### src/rtl/mbinit_param_resp.sv
// MBINIT.PARAM responder: captures, resolves and answers the partner request.
// Optional SEND timeout when MBINIT_PARAM_TIMEOUT_EN is defined.
module mbinit_param_resp #(
`ifdef MBINIT_PARAM_TIMEOUT_EN
    parameter int TIMEOUT_CYCLES = 8000,
`endif
    parameter int MAX_RATE_CODE = 5
) (
    input  logic       CLK,
    input  logic       rst_n,
    input  logic       i_Enable,
    input  logic [2:0] i_Local_Max_DataRate,
    input  logic [1:0] i_Local_Clock_Mode,
    input  logic [1:0] i_Local_Phase_Clock,
    input  logic       i_Rx_Req_Valid,
    input  logic [2:0] i_Rx_Req_DataRate,
    input  logic [1:0] i_Rx_Req_Clock_Mode,
    input  logic [1:0] i_Rx_Req_Phase_Clock,
    input  logic [4:0] i_Rx_Req_Voltage_Swing,
    input  logic       i_Tx_Ack,
    output logic       o_Tx_Resp_Valid,
    output logic [2:0] o_Tx_Resp_DataRate,
    output logic [1:0] o_Tx_Resp_Clock_Mode,
    output logic [1:0] o_Tx_Resp_Phase_Clock,
    output logic [4:0] o_Remote_Voltage_Swing,
    output logic       o_Done,
    output logic       o_Error
);

    typedef enum logic [2:0] {
        S_IDLE,
        S_WAIT_REQ,
        S_RESOLVE,
        S_SEND,
        S_DONE,
        S_ERROR
    } state_t;

    state_t state, state_nxt;

    logic [2:0] cap_rate;
    logic [1:0] cap_cm;
    logic [1:0] cap_pc;
    logic [4:0] cap_swing;
    logic [2:0] neg_rate;
    logic [1:0] neg_cm;
    logic [1:0] neg_pc;

    logic       capture;
    logic       commit;
    logic       resolve_err;
    logic       timeout;

    assign capture = i_Enable && (state == S_WAIT_REQ) && i_Rx_Req_Valid;
    assign commit  = i_Enable && (state == S_RESOLVE) && !resolve_err;

    // Reserved encodings and any capability mismatch fail the exchange
    always_comb begin
        resolve_err = 1'b0;
        if (int'(cap_rate) > MAX_RATE_CODE) resolve_err = 1'b1;
        if (cap_cm == 2'b11)                resolve_err = 1'b1;
        if (cap_pc == 2'b11)                resolve_err = 1'b1;
        if (cap_cm != i_Local_Clock_Mode)   resolve_err = 1'b1;
        if (cap_pc != i_Local_Phase_Clock)  resolve_err = 1'b1;
    end

`ifdef MBINIT_PARAM_TIMEOUT_EN
    logic [13:0] send_cnt;

    always_ff @(posedge CLK or negedge rst_n) begin
        if (!rst_n) begin
            send_cnt <= '0;
        end else if (state == S_SEND) begin
            send_cnt <= send_cnt + 14'd1;
        end else begin
            send_cnt <= '0;
        end
    end

    assign timeout = (state == S_SEND) &&
                     (int'(send_cnt) >= TIMEOUT_CYCLES - 1);
`else
    assign timeout = 1'b0;
`endif

    always_ff @(posedge CLK or negedge rst_n) begin
        if (!rst_n) begin
            state <= S_IDLE;
        end else begin
            state <= state_nxt;
        end
    end

    always_comb begin
        state_nxt = state;
        if (!i_Enable) begin
            state_nxt = S_IDLE;
        end else begin
            unique case (state)
                S_IDLE:     state_nxt = S_WAIT_REQ;
                S_WAIT_REQ: if (i_Rx_Req_Valid) state_nxt = S_RESOLVE;
                S_RESOLVE:  state_nxt = resolve_err ? S_ERROR : S_SEND;
                S_SEND: begin
                    if (i_Tx_Ack)     state_nxt = S_DONE;
                    else if (timeout) state_nxt = S_ERROR;
                end
                S_DONE:     state_nxt = S_DONE;
                S_ERROR:    state_nxt = S_ERROR;
                default:    state_nxt = S_IDLE;
            endcase
        end
    end

    always_ff @(posedge CLK or negedge rst_n) begin
        if (!rst_n) begin
            cap_rate  <= '0;
            cap_cm    <= '0;
            cap_pc    <= '0;
            cap_swing <= '0;
        end else if (capture) begin
            cap_rate  <= i_Rx_Req_DataRate;
            cap_cm    <= i_Rx_Req_Clock_Mode;
            cap_pc    <= i_Rx_Req_Phase_Clock;
            cap_swing <= i_Rx_Req_Voltage_Swing;
        end
    end

    // Negotiated values only move on a successful resolve
    always_ff @(posedge CLK or negedge rst_n) begin
        if (!rst_n) begin
            neg_rate <= '0;
            neg_cm   <= '0;
            neg_pc   <= '0;
        end else if (commit) begin
            neg_rate <= (cap_rate < i_Local_Max_DataRate) ?
                        cap_rate : i_Local_Max_DataRate;
            neg_cm   <= cap_cm;
            neg_pc   <= cap_pc;
        end
    end

    assign o_Tx_Resp_Valid        = (state == S_SEND);
    assign o_Done                 = (state == S_DONE);
    assign o_Error                = (state == S_ERROR);
    assign o_Tx_Resp_DataRate     = neg_rate;
    assign o_Tx_Resp_Clock_Mode   = neg_cm;
    assign o_Tx_Resp_Phase_Clock  = neg_pc;
    assign o_Remote_Voltage_Swing = cap_swing;

endmodule
### config.mk
export PLATFORM = sky130hd
export DESIGN_NAME = mbinit_param_resp
export DESIGN_NICKNAME = d
export VERILOG_FILES = /design/src/rtl/mbinit_param_resp.sv
export SDC_FILE = /design/constraint.sdc
export NUM_CORES = 1
export LEC_CHECK = 0
export ABC_AREA = 1
export CAP_MARGIN = 40
export CORE_MARGIN = 2
export CORE_UTILIZATION = 49
export CTS_CLUSTER_DIAMETER = 80
export CTS_CLUSTER_SIZE = 16
export DETAILED_ROUTE_END_ITERATION = 16
export PLACE_DENSITY = 0.91
export SKIP_CTS_REPAIR_TIMING = 1
export SLEW_MARGIN = 20
export SYNTH_ARGS = -nofsm -noshare
export SYNTH_HDL_FRONTEND = slang
export SYNTH_SLANG_ARGS = --single-unit
### constraint.sdc
create_clock -name CLK -period 2.1 [get_ports CLK]
set_input_delay 0.42 -clock CLK [delete_from_list [all_inputs] [get_ports CLK]]
set_output_delay 0.42 -clock CLK [all_outputs]
set_load 0.005 [all_outputs]
# After elaboration in Yosys (flattened, before gate mapping)
# Index checks and enable logic that the tools add are counted.
[classes] mux=11 eq_ne=11 n_lt_le_gt_ge=2 reduce_logical=7
[op_table] op="$pmux W3 S6" count=1
[op_table] op="$mux W3" count=5
[op_table] op="$eq A3 B2 Y1 const B" count=2
[op_table] op="$eq A3 B3 Y1 const B" count=2
[op_table] op="$ne A3 B3 Y1 const B" count=2
[op_table] op="$mux W1" count=5
[op_table] op="$eq A2 B2 Y1 const B" count=2
[op_table] op="$logic_and A1 B1 Y1" count=4
[op_table] op="$ne A2 B2 Y1" count=2
[op_table] op="$eq A3 B1 Y1 const B" count=1
[op_table] op="$gt A3 B3 Y1 const B" count=1
[op_table] op="$logic_not A3 Y1" count=1
[op_table] op="$lt A3 B3 Y1" count=1
[op_table] op="$reduce_and A2 Y1" count=1
[op_table] op="$logic_not A1 Y1" count=1
[totals] regBits=22 word_cells=39 output_inout_bits=15 inputBits=24

# Logic depth before layout (Yosys ltp)
# Gate-level depths: netlist of the first run.
[logic_depth] word_depth=9 depth_mapped=9 ltp_nobuf=9

# Least setup slack after synthesis of the first run
# OpenSTA, ideal clock, no wires.
[synth_path] kind="in2reg" start="in i_Local_Max_DataRate[2]" end="reg neg_rate[0] (netlist: o_Tx_Resp_DataRate[0])" setup_slack_ns=0.685 arrival_time_ns=1.297 t_required_ns=1.983 stages=8 setup_ns=0.117 n_path_buf=0 cell_sequence="inv_1 > ha_1 > a21oi_1 > nand2_1 > nand2_1 > o21ai_0 > nand3_1 > nand2_1"
[synth_between] elab_chain_len=2
[synth_lines] item="from (decl)" line_no="12" text="input logic [2:0] i_Local_Max_DataRate,"
[synth_lines] item="$lt A3 B3 Y1" line_no="135" text="neg_rate <= (cap_rate < i_Local_Max_DataRate) ?"
[synth_lines] item="$mux W3" line_no="135"
[synth_lines] item="to (signal assigned)" line_no="135"
[synth_lines] item="to (decl)" line_no="45" text="logic [2:0] neg_rate;"
# No other way between the ends.
# A chain may end at the register's enable or synchronous reset.

# Worst setup path in the final report of the first run
[layout_path] start="reg state[0]" end="out o_Done"
[layout_between] elab_chain_len=1
[layout_lines] item="from (decl)" line_no="39" text="state_t state, state_nxt;"
[layout_lines] item="from (signal assigned)" line_no="90" text="state <= state_nxt;"
[layout_lines] item="$eq A3 B3 Y1" line_no="143" text="assign o_Done = (state == S_DONE);"
[layout_lines] item="to (decl)" line_no="26" text="output logic o_Done,"
# No other way between the ends.

==> results of run 1 <==
==> flip-flops by register name, indices dropped and copies added, names as in the netlist <==
signal	flops
cap_rate	3
cap_cm	2
cap_pc	2
state	3
o_Tx_Resp_Clock_Mode	2
o_Remote_Voltage_Swing	5
o_Tx_Resp_Phase_Clock	2
o_Tx_Resp_DataRate	3
==> synth_stat cells <==
| cell | instances |
|---|---|
| inv_1 | 11 |
| and2_4 | 1 |
| nand3_4 | 2 |
| o21ai_0 | 3 |
| o211ai_1 | 1 |
| nand2_1 | 31 |
| o21ai_2 | 5 |
| buf_2 | 1 |
| ha_1 | 2 |
| nand2_2 | 4 |
| inv_2 | 6 |
| dfrtp_1 | 22 |
| mux2_4 | 6 |
| a21oi_1 | 3 |
| nor2_4 | 2 |
| nor3_1 | 2 |
| nand3_1 | 8 |
| nor2_2 | 6 |
| buf_6 | 2 |
| a21oi_2 | 6 |
| nor2_1 | 12 |
==> cell type report <==
class / instances / area (µm²) / share of cell area (%)
multi-input cells: 94 / 592 / 35.0
clock buffers: 3 / 22.5 / 1.33
well taps: 30 / 37.5 / 2.22
repair buffers: 40 / 395 / 23.4
inverters: 17 / 63.8 / 3.77
clock inverters: 1 / 30.0 / 1.77
flip-flops and latches: 22 / 552 / 32.6
==> critical path, delay by kind of cell (launching register included) <==
family	cells	cell delay (ps)
buffers and inverters	1	540
DFF	1	460
and+or+nand+nor	1	250
==> report_power, final <==
| part | total [mW] | internal, mW | switching (mW) |
|---|---|---|---|
| clock | 0.321 | 0.193 | 0.128 |
| sequential | 0.715 | 0.587 | 0.128 |
| combinational | 0.910 | 0.481 | 0.429 |
==> cell families after synthesis <==
group,Yosys count,synth area share [%]
AOI/OAI and AO/OA,18,10.9
adders and majority gates,2,2.03
buffers and inverters,20,7.42
DFF,22,44.7
muxes,6,7.32
and+or+nand+nor,68,27.6
==> routing by layer <==
metal | routed length [µm] | part of all wire [%]
met5 | 0 | 0
met4 | 63 | 2.5
met3 | 123 | 4.9
met2 | 1310 | 52
met1 | 996 | 40
==> worst max path at each step <==
stage                             from                           endpoint  slack [ps]  cells past startpoint
2_1_floorplan  i_Local_Max_DataRate[2]  o_Tx_Resp_DataRate[0]$_DFFE_PN0P_         690                      8
3_3_place_gp   i_Local_Max_DataRate[2]  o_Tx_Resp_DataRate[0]$_DFFE_PN0P_         180                      9
3_5_place_dp   i_Local_Max_DataRate[2]  o_Tx_Resp_DataRate[0]$_DFFE_PN0P_          70                      9
4_1_cts           state[1]$_DFFE_PN0P_                            o_Error          60                      4
5_1_grt           state[1]$_DFFE_PN0P_                             o_Done          20                      2
6_report          state[0]$_DFFE_PN0P_                             o_Done         120                      2
==> per-stage QoR <==
step                setup slack [ps]  utilization (%)  hold slack (ps)  area [µm²]
finish                           121             69.6              439        1690
global route                    22.2             69.6              460        1690
CTS                             56.6             69.1              441        1680
detailed placement              66.2             67.0              478        1630
global placement                 182             67.0              471        1630
floorplan                        685                -              124        1230
==> metrics, run 1 <==
Final period util 94.2%; share of the synthesized area in the top cell type 44.7%; Worst-Margin Slew 345 ps; antenna cells 0; Die Area 2930 µm²; fmax 505 MHz; Fin Setup TNS 0 ps; r2r setup slk 580 ps; Buffers on Ports 38; CP max stage delay 540 ps; Die W 54.1 µm; Num CTS Buffers 3; Core Rows 18; post-synth cell types 21; wire length per cell 12.0 µm; synthesized net count 162; yosys warns 0; NumNets Final 204; total grt overflow 0; GPL Wtd Cong 0.810; Cells after DPL 202; Final Hold Viols 0; crit path max fanout 5; most common cell after layout, fill and taps aside clkdlybuf4s50_1; initial core utilization 50.6%; Hold Path Class input port to asynchronous set/reset pin; worst clock skew 7.13 ps; cells taking the most area after synthesis dfrtp_1 45%, nand2_1 9.5%, mux2_4 7.3%; CTS tree built; Slew HR 77.0%; vias 1031; arrival time worst endpoint 1560 ps; CP startpoint kind register; most frequent cells in the layout 38 x clkdlybuf4s50_1, 31 x nand2_1, 21 x dfrtp_1, 11 x inv_1, 11 x nor2_1; Critical Path RT 1680 ps; Root Buffer clkbuf_4; cell taking the most area after synthesis dfrtp_1; RSZ-0062 raised after global routing no; Mapped Cells 136; min Tclk post-route 1980 ps; DRT antenna net count 0; final wirelength 2490 µm; Pwr Total 1.95 mW; status completed; Synth Register Bits 22; core area 2430 µm²; pin count of the biggest net entering global routing 23; Bufs on Longest Clock Path 2; htree depth 1; Via density 4.98; # setup viols final 0; crit path capture type output pin; Power Density 1150 nW/µm²; number of global-route vias before repair 1008; final non-filler cell total 207; global-route wire length before repair 4080 µm; fin. max-slew vios 0; static leakage 0.811 nW; layout filler cell count 202; clk_lat worst skew 320 ps; Die H 54.1 µm; syn_area_per_cell 9.05 µm²; Layout area overhead 37.5%; I/O pin total 39; Max VDD drop 636 µV; Reg-to-Reg End cap_rate[2]$_DFFE_PN0P_; antenna violations before repair 0; DP Wirelength 1990 µm; Cell Area, Synth 1230 µm²; met2 usage 36.3%; met1 global-route usage 21.6%; DRC viols 0; sequential fraction of the synthesis area 44.7%; layout cells sized above 1 26.0%; maxcap violations 0; met3 usage in global routing 2.50%; busiest grt layer met2; Worst-path clk slew 120 ps; clock sink count 22; r2r startpoint state[1]$_DFFE_PN0P_; CP max stage cell clkdlybuf4s50_1; WS Path Type register to output pin; Register-to-Register Path Depth 5; DR iter-0 viols 10; DR pass1 iterations 4; crit path cell chain nor3_1, clkdlybuf4s50_1; GRT Total Usage 20.0%
Note: power is estimated with default switching activity, not from simulation.
==> run 2: changes to the inputs <==
--- a/config.mk
+++ b/config.mk
@@ -7,12 +7,14 @@
 export LEC_CHECK = 0
 export ABC_AREA = 1
 export CAP_MARGIN = 40
+export CELL_PAD_IN_SITES_DETAIL_PLACEMENT = 2
+export CELL_PAD_IN_SITES_GLOBAL_PLACEMENT = 2
 export CORE_MARGIN = 2
-export CORE_UTILIZATION = 49
+export CORE_UTILIZATION = 26
 export CTS_CLUSTER_DIAMETER = 80
 export CTS_CLUSTER_SIZE = 16
 export DETAILED_ROUTE_END_ITERATION = 16
-export PLACE_DENSITY = 0.91
+export PLACE_DENSITY = 0.84
 export SKIP_CTS_REPAIR_TIMING = 1
 export SLEW_MARGIN = 20
 export SYNTH_ARGS = -nofsm -noshare
==> constraint.sdc (replaced) <==
create_clock -name CLK -period 1.98 [get_ports CLK]
set_input_delay 0.396 -clock CLK [delete_from_list [all_inputs] [get_ports CLK]]
set_output_delay 0.396 -clock CLK [all_outputs]
set_load 0.005 [all_outputs]
==> run 2 against run 1 <==
  * Setup slack worse by 71 ps
  * Critical path type unchanged
  * Non-clock buffer count up 2
  * Sequential power up 8.1%
  * Core utilization down 31 points
  * Register-to-register slack worse by 140 ps
  * Via count up 4.6%
  * Largest power group unchanged
  * Hold slack better by 44 ps
  * Cell count up 13%
  * Count of clock-buffer cells in the layout unchanged
  * Clock power up 34%
==> metrics, run 2 (synthesis results as in run 1) <==
sw frac 36.9% (+1.6 points); Hold Path Class input port to asynchronous set/reset pin; Num CTS Buffers 3 (unchanged); most frequent cells in the layout 38 x clkdlybuf4s50_1, 31 x nand2_1, 22 x dfrtp_1, 11 x nor2_1, 10 x inv_1; # setup viols final 0 (unchanged); Critical Path RT 1580 ps (-100 ps); RSZ-0062 raised after global routing yes; clk_lat worst skew 270 ps (-50 ps); met2 usage 27.8% (-8.6 points); Bufs on Longest Clock Path 2 (unchanged); crit path max fanout 5 (unchanged); worst clock skew 3.79 ps (-3.34 ps); initial core utilization 26.6% (-24 points); max reg flops 5 (unchanged); DP Wirelength 2730 µm (+37%); Power Density 1260 nW/µm² (+9.8%); Slew HR 80.2% (+3.2 points); Buffers on Ports 38 (unchanged); Final period util 97.5%; Die Area 5300 µm² (+81%); global-route wire length before repair 6020 µm (+48%); CTS tree built; clock share of power 19.2% (+2.7 points); layout cells sized above 1 27.4% (+1.4 points); Hold Slack 483 ps (+44.2 ps); NumNets Final 206 (+0.98%); Via density 4.63 (-7.1%); Final Cell Area 1770 µm² (+4.3%); min Tclk post-route 1930 ps; DR iter-0 viols 21 (+11); Worst-Margin Slew 296 ps (-48.1 ps); Final Hold Viols 0 (unchanged); post-place instance area 1680 µm² (+3.2%); Worst-path clk slew 90 ps (-30 ps); final core occ 38.1% (-31 points); Die W 72.8 µm (+35%); fin. max-slew vios 0 (unchanged); Pwr Total 2.23 mW (+14%); GPL Wtd Cong 0.712 (-12%); clock sink count 22 (unchanged); fmax 518 MHz; static leakage 0.829 nW (+2.2%); GRT Total Usage 14.8% (-5.2 points); Fin Setup TNS 0 ps (unchanged); Layout area overhead 43.4%; wire length per cell 15.6 µm (+30%); WS Path Type register to output pin; final wirelength 3640 µm (+46%); status completed; total grt overflow 0 (unchanged); crit path capture type output pin; switching power 0.821 mW (+20%); Register-to-Register Path Depth 6 (+1); DR pass1 iterations 4 (unchanged); Max VDD drop 404 µV (-36%); DRC viols 0 (unchanged); most common cell after layout, fill and taps aside clkdlybuf4s50_1; core area 4630 µm² (+90%); busiest grt layer met2; met3 usage in global routing 2.76% (+0.26 points); sequential power share 34.7% (-2.0 points); I/O pin total 39 (unchanged); Root Buffer clkbuf_8; antenna cells 0 (unchanged); Comb pwr share 46.1% (-0.7 points); arrival time worst endpoint 1530 ps (-30 ps); CP startpoint kind register; Core Rows 25 (+7); internal power 1.41 mW (+12%); Die H 72.8 µm (+35%); maxcap violations 0 (unchanged); met1 global-route usage 17.4% (-4.1 points); r2r startpoint state[2]$_DFFE_PN0P_; vias 1078 (+4.6%); htree depth 1 (unchanged); antenna violations before repair 0 (unchanged); crit path from state[2]$_DFFE_PN0P_; number of global-route vias before repair 1236 (+23%); pin count of the biggest net entering global routing 23 (unchanged); DRT antenna net count 0 (unchanged)
run 2: cell types whose count changed in the layout (fill, tap and decap cells not counted), sizes merged:
cell  before  now
buf        2    4
run 2: layout make-up:
| class | count | area [µm²] |
|---|---|---|
| clock buffer | 3 | 41.3 |
| multi-input combinational | 94 | 602 |
| timing repair buffer | 42 | 410 |
| tap | 54 | 67.6 |
| inverter | 17 | 63.8 |
| sequential | 22 | 551 |
| fill | 510 | 2860 |
| clock inverter | 1 | 30.0 |
run 2: worst paths after layout:
| check | endpoint | slack, ps |
|---|---|---|
| setup / recovery | o_Tx_Resp_Valid | 50 |
| hold / removal | state[1]$_DFFE_PN0P_ | 480 |
| setup reg to reg | o_Tx_Resp_Phase_Clock[0]$_DFFE_PN0P_ | 440 |
| hold reg to reg | o_Tx_Resp_DataRate[1]$_DFFE_PN0P_ | 490 |
| max in group asynchronous | cap_cm[0]$_DFFE_PN0P_ | 1270 |
| min in group CLK | o_Tx_Resp_DataRate[1]$_DFFE_PN0P_ | 490 |
run 2: routing by layer:
metal  up-vias  wire, µm
li1        518         -
met1       525      1510
met2        30      1940
met3         5       150
met4         0        33
met5         -         0
run 2: critical path: stages (launching register included):
cell and delay, ps:
dfrtp_1 440, inv_2 150, nand3_1 110, inv_2 80
clkdlybuf4s50_1 500
run 2: per-stage QoR:
stage / setup slack [ps] / cells
CTS: -33.3 / 233
floorplan: 589 / 136
detailed placement: -55.6 / 229
finish: 49.7 / 233
global placement: 74.7 / 229
global route: -7.39 / 233
run 2: power by group through the flow:
stage	registers [mW]	clock network [mW]	logic [mW]
after floorplan	0.751	0	0.614
after global placement	0.757	0	0.953
after detailed placement	0.782	0	1.01
after CTS	0.776	0.439	1.04
after global routing	0.799	0.465	1.15
final	0.773	0.429	1.03
